## config.mk

```make
export PLATFORM = sky130hd
export DESIGN_NAME = round_robin_arbiter
export DESIGN_NICKNAME = d
export VERILOG_FILES = /design/src/rtl/round_robin_arbiter.sv
export SDC_FILE = /design/constraint.sdc
export NUM_CORES = 1
export LEC_CHECK = 0
export CAP_MARGIN = 20
export CORE_MARGIN = 4
export CORE_UTILIZATION = 35
export DETAILED_ROUTE_END_ITERATION = 12
export PLACE_DENSITY_LB_ADDON = 0.15
export SLEW_MARGIN = 20
export SYNTH_ARGS = -nofsm -noshare
export SYNTH_HDL_FRONTEND = slang
export SYNTH_SLANG_ARGS = --single-unit
```

## constraint.sdc

```tcl
create_clock -name clock -period 1.63 [get_ports clock]
set_clock_uncertainty 0.1 [all_clocks]
set_input_delay 0.326 -clock clock [delete_from_list [all_inputs] [get_ports clock]]
set_output_delay 0.326 -clock clock [all_outputs]
set_load 0.03 [all_outputs]
```

## src/rtl/round_robin_arbiter.sv

```systemverilog
// Purpose : registered one-hot round-robin arbiter; rotation resumes above the most recent winner.
// Latency : 1 cycle from requests to grant/grant_valid/grant_changed; no combinational request->output path.
// Backpressure: none; requests are level-sensitive and held by the requester until served.
// Option  : define ROUND_ROBIN_ARBITER_HOLD_EN to let the current owner keep the grant while its request stays high.
module round_robin_arbiter #(
  parameter int WORD_WIDTH = 4
) (
  input  logic                  clock,
  input  logic                  reset,
  input  logic [WORD_WIDTH-1:0] requests,
  output logic [WORD_WIDTH-1:0] grant,
  output logic                  grant_valid,
  output logic                  grant_changed
);

  localparam logic [WORD_WIDTH-1:0] ONE  = {{(WORD_WIDTH-1){1'b0}}, 1'b1};
  localparam logic [WORD_WIDTH-1:0] ONES = {WORD_WIDTH{1'b1}};

  logic [WORD_WIDTH-1:0] grant_q, grant_d;
  logic                  valid_q, valid_d;
  logic                  changed_q, changed_d;
  // Most recent non-zero grant; survives idle cycles so rotation picks up where it left off.
  logic [WORD_WIDTH-1:0] last_q, last_d;

  logic [WORD_WIDTH-1:0] therm_mask;
  logic [WORD_WIDTH-1:0] higher_mask;
  logic [WORD_WIDTH-1:0] masked_req;
  logic [WORD_WIDTH-1:0] masked_low;
  logic [WORD_WIDTH-1:0] req_low;
  logic [WORD_WIDTH-1:0] next_grant;

  // Priority mask: every bit strictly above the last winner, or everything when there is no history.
  always_comb begin
    therm_mask  = ~(last_q - ONE);
    higher_mask = therm_mask & ~last_q;
    if (last_q == '0) begin
      therm_mask  = ONES;
      higher_mask = ONES;
    end
  end

  // Lowest-set-bit isolation (x & -x, two's complement at WORD_WIDTH bits) for both candidate sets.
  always_comb begin
    masked_req = requests & higher_mask;
    masked_low = masked_req & (~masked_req + ONE);
    req_low    = requests & (~requests + ONE);
  end

  // Next-grant selection: nearest requester above the last winner, else wrap to the lowest requester.
  always_comb begin
    next_grant = '0;
    if (masked_req != '0) begin
      next_grant = masked_low;
    end else if (requests != '0) begin
      next_grant = req_low;
    end
`ifdef ROUND_ROBIN_ARBITER_HOLD_EN
    // Burst/lock: an owner whose request is still up keeps the resource.
    if ((grant_q != '0) && ((requests & grant_q) != '0)) begin
      next_grant = grant_q;
    end
`endif
  end

  // Next-state values for the output registers and the history register.
  always_comb begin
    grant_d   = next_grant;
    valid_d   = (next_grant != '0);
    changed_d = (next_grant != '0) && (next_grant != grant_q);
    last_d    = last_q;
    // Tracking next rather than grant_q keeps last equal to the live grant whenever one is held.
    if (next_grant != '0) begin
      last_d = next_grant;
    end
  end

  // State registers with synchronous active-high reset taking precedence over everything.
  always_ff @(posedge clock) begin
    if (reset) begin
      grant_q   <= '0;
      valid_q   <= 1'b0;
      changed_q <= 1'b0;
      last_q    <= '0;
    end else begin
      grant_q   <= grant_d;
      valid_q   <= valid_d;
      changed_q <= changed_d;
      last_q    <= last_d;
    end
  end

  assign grant         = grant_q;
  assign grant_valid   = valid_q;
  assign grant_changed = changed_q;

endmodule

```

==> metrics.md <==
| Metric | Value |
|---|---|
| CP arrival | `1.73 ns` |
| Post-Syn Instances | `56` |
| Grt peak-use layer | `met2` |
| Highest Clock Rate | `596 MHz` |
| Fraction of layout cells with a size suffix above 1 | `32.9%` |
| Port bufs | `11` |
| Die ar. | `2070 um2` |
| Clk Latency, worst-skew pair | `0.26 ns` |
| Worst-Margin Slew | `0.298 ns` |
| Hold Violations, Final | `0` |
| Seq cells post-synth | `10` |
| Dpl hpwl | `921 um` |
| Max Slew Vio Count | `0` |
| Sink Count | `10` |
| FP Rows | `13` |
| Clk Tree Root Cell | `clkbuf_4` |
| Min-Delay Startpoint | `last_q[3]` |
| GR Util met3 | `5.93%` |
| Post-route DRC | `0` |
| PD cells | `897 nW/um2` |
| Largest net degree at the start of global routing | `8` |
| GRT Total Usage | `12.9%` |
| CP Launch Point | `last_q[3]` |
| CTS tree | `built` |
| Outcome | `complete, but fails checks` |
| Gpl congestion | `0.788` |
| Final Util | `59.2%` |
| Number of global-route vias before repair | `428` |
| Avg Synthesized Cell Area | `8.80 um2` |
| Chip Height | `45.5 um` |
| M1 GR Usage | `13.9%` |
| Area growth from synthesis to layout | `58.1%` |
| Final wirelength | `1220 um` |
| Final Cell Area | `779 um2` |
| Number of max-cap violations | `0` |
| Pre-CTS setup slack | `-0.563 ns` |
| RSZ-0062 raised after global routing | `yes` |
| Fin nets | `90` |
| H-tree depth | `1` |
| VDD IR-drop max | `0.526 mV` |
| Violated checks | `setup timing` |
| Worst-path fanout max | `7` |
| Congestion Overflow GR | `0` |
| Inserted Diodes | `0` |
| Yosys warns | `0` |
| LEAKAGE | `0.329 nW` |
| Critical R2R Launch | `last_q[3]` |
| PnR worst setup slack | `-0.0473 ns` |
| Post-layout min period | `1.68 ns` |
| Die W | `45.5 um` |
| Initial antenna violation count | `0` |
| Fillers | `119` |
| CP Class | `reg -> reg` |
| Num CTS Buffers | `3` |
| Initial core utilization | `37.4%` |
| Core Area | `1320 um2` |
| Post-place instance area | `706 um2` |
| Clock-pin slew on the worst setup and hold paths | `0.06 ns` |
| Post-Route Setup TNS | `-0.0473 ns` |
| # setup viols final | `1` |
| Max Root-Sink Buffers | `2` |
| Syn Std Cell Area | `493 um2` |
| DR vias/cell | `5.15` |
| Wire length per cell | `12.6 um` |
| 1st-iter DRT viols | `11` |
| HP Class | `reg -> reg` |
| CP Launch Type | `register` |
| Detailed Routing Iterations Pass 1 | `4` |
| Slew HR | `79.9%` |
| Sequential share of the synthesized area | `40.6%` |
| Synth unique cells | `29` |
| ANT nets after route | `0` |
| Required @ worst endpoint | `1.68 ns` |
| Syn nets | `62` |
| DR vias | `500` |
| First-pass GRT wire length | `1820 um` |
| Num ports | `12` |
| Met2 usage | `21.4%` |
| Final Cycle Share | `103%` |
| Critical path capture point type | `register` |
[worst max-delay path, cell delays in order (launching register included)]
cell      delay [ns]
dfxtp_4         0.36
nor2_1          0.22
o221ai_4        0.20
o21a_1          0.14
o311a_1         0.32
o31a_1          0.23
[registers in the layout (all words and copies together), names as in the netlist]
signal,flops
grant,4
grant_changed,1
grant_valid,1
last_q,4
[cell type report]
class	count	area, um2	area share (%)
multi-input cells	44	328	42.1
inverters	1	3.75	0.482
flip-flops and latches	10	208	26.6
clock buffers	3	22.5	2.89
well taps	15	18.8	2.41
repair buffers	24	199	25.5
[through the flow]
step,power [W],std cells,hold slack (ns)
after floorplan,0.000425,56,0.357
after global placement,0.000524,92,0.388
after detailed placement,0.000524,92,0.402
after CTS,0.000698,96,0.412
after global routing,0.000741,97,0.435
final,0.000699,97,0.411
[repair_timing]
action | CTS | global route
hold buffers | 0 | 0
buffers inserted | 1 | 1
pin swaps | 3 | 5
gates resized for setup | 20 | 2
setup endpoints to repair | 9 | 3
[power breakdown]
| part | internal, W | leakage [nW] | total [W] | switching, W |
|---|---|---|---|---|
| sequential | 0.000270 | 0.0839 | 0.000295 | 0.0000251 |
| clock | 0.0000849 | 0.0138 | 0.000162 | 0.0000767 |
| combinational | 0.000122 | 0.232 | 0.000242 | 0.000121 |
| total | 0.000477 | 0.329 | 0.000699 | 0.000223 |
[cells by family after synthesis]
logic type / after synthesis / synth area share (%)
buf+inv: 2 / 1.52
flops: 10 / 40.6
xor+xnor: 2 / 3.55
compound gates: 12 / 19.8
simple gates: 30 / 34.5
[cell usage in the layout, fill, tap and decap left out, drive strengths merged, types with 2 or more instances in the layout]
| cell | synthesis | final |
|---|---|---|
| nand2 | 4 | 4 |
| nor3b | 2 | 2 |
| nor2 | 7 | 7 |
| dfxtp | 10 | 10 |
| clkbuf | 0 | 3 |
| a21oi | 4 | 4 |
| xnor2 | 2 | 2 |
| dlygate4sd2 | 0 | 10 |
| buf | 1 | 13 |
| or2 | 2 | 2 |
| nor2b | 4 | 4 |
| nand4 | 2 | 2 |
[cells in the mapped netlist]
cell type	instances	area share, %
a21oi_1	4	4.1
a31oi_1	1	1.3
a32oi_2	1	3.3
and2_1	1	1.3
and2b_1	1	1.5
and3_2	1	1.5
buf_1	1	0.76
dfxtp_1	10	41
inv_1	1	0.76
nand2_1	4	3.0
nand2b_1	1	1.3
nand3_1	1	1.0
nand4_1	2	2.5
nand4b_1	1	1.8
nor2_1	7	5.3
nor2b_1	3	3.8
nor2b_2	1	1.8
nor3_1	1	1.0
nor3b_1	2	3.0
nor4_1	1	1.3
o21a_1	1	1.5
o221ai_2	1	3.0
o22ai_1	1	1.3
o311a_1	1	2.0
o31a_1	1	1.8
o31ai_1	1	1.5
or2_1	2	2.5
or3b_1	1	1.8
xnor2_1	2	3.6
[per-layer routing]
layer  routed length (um)  part of all wire [%]
met3                   68                   5.6
met2                  590                    48
met4                   14                   1.1
met5                    0                     0
met1                  548                    45
[worst paths after layout]
path	end	slack, ns	depth (start not counted)
min	last_q[3]	0.41	2
max	grant_changed	-0.05	5
max reg2reg	grant_changed	-0.05	5
min reg2reg	last_q[3]	0.41	2
Power figures use the tool's default switching activity.
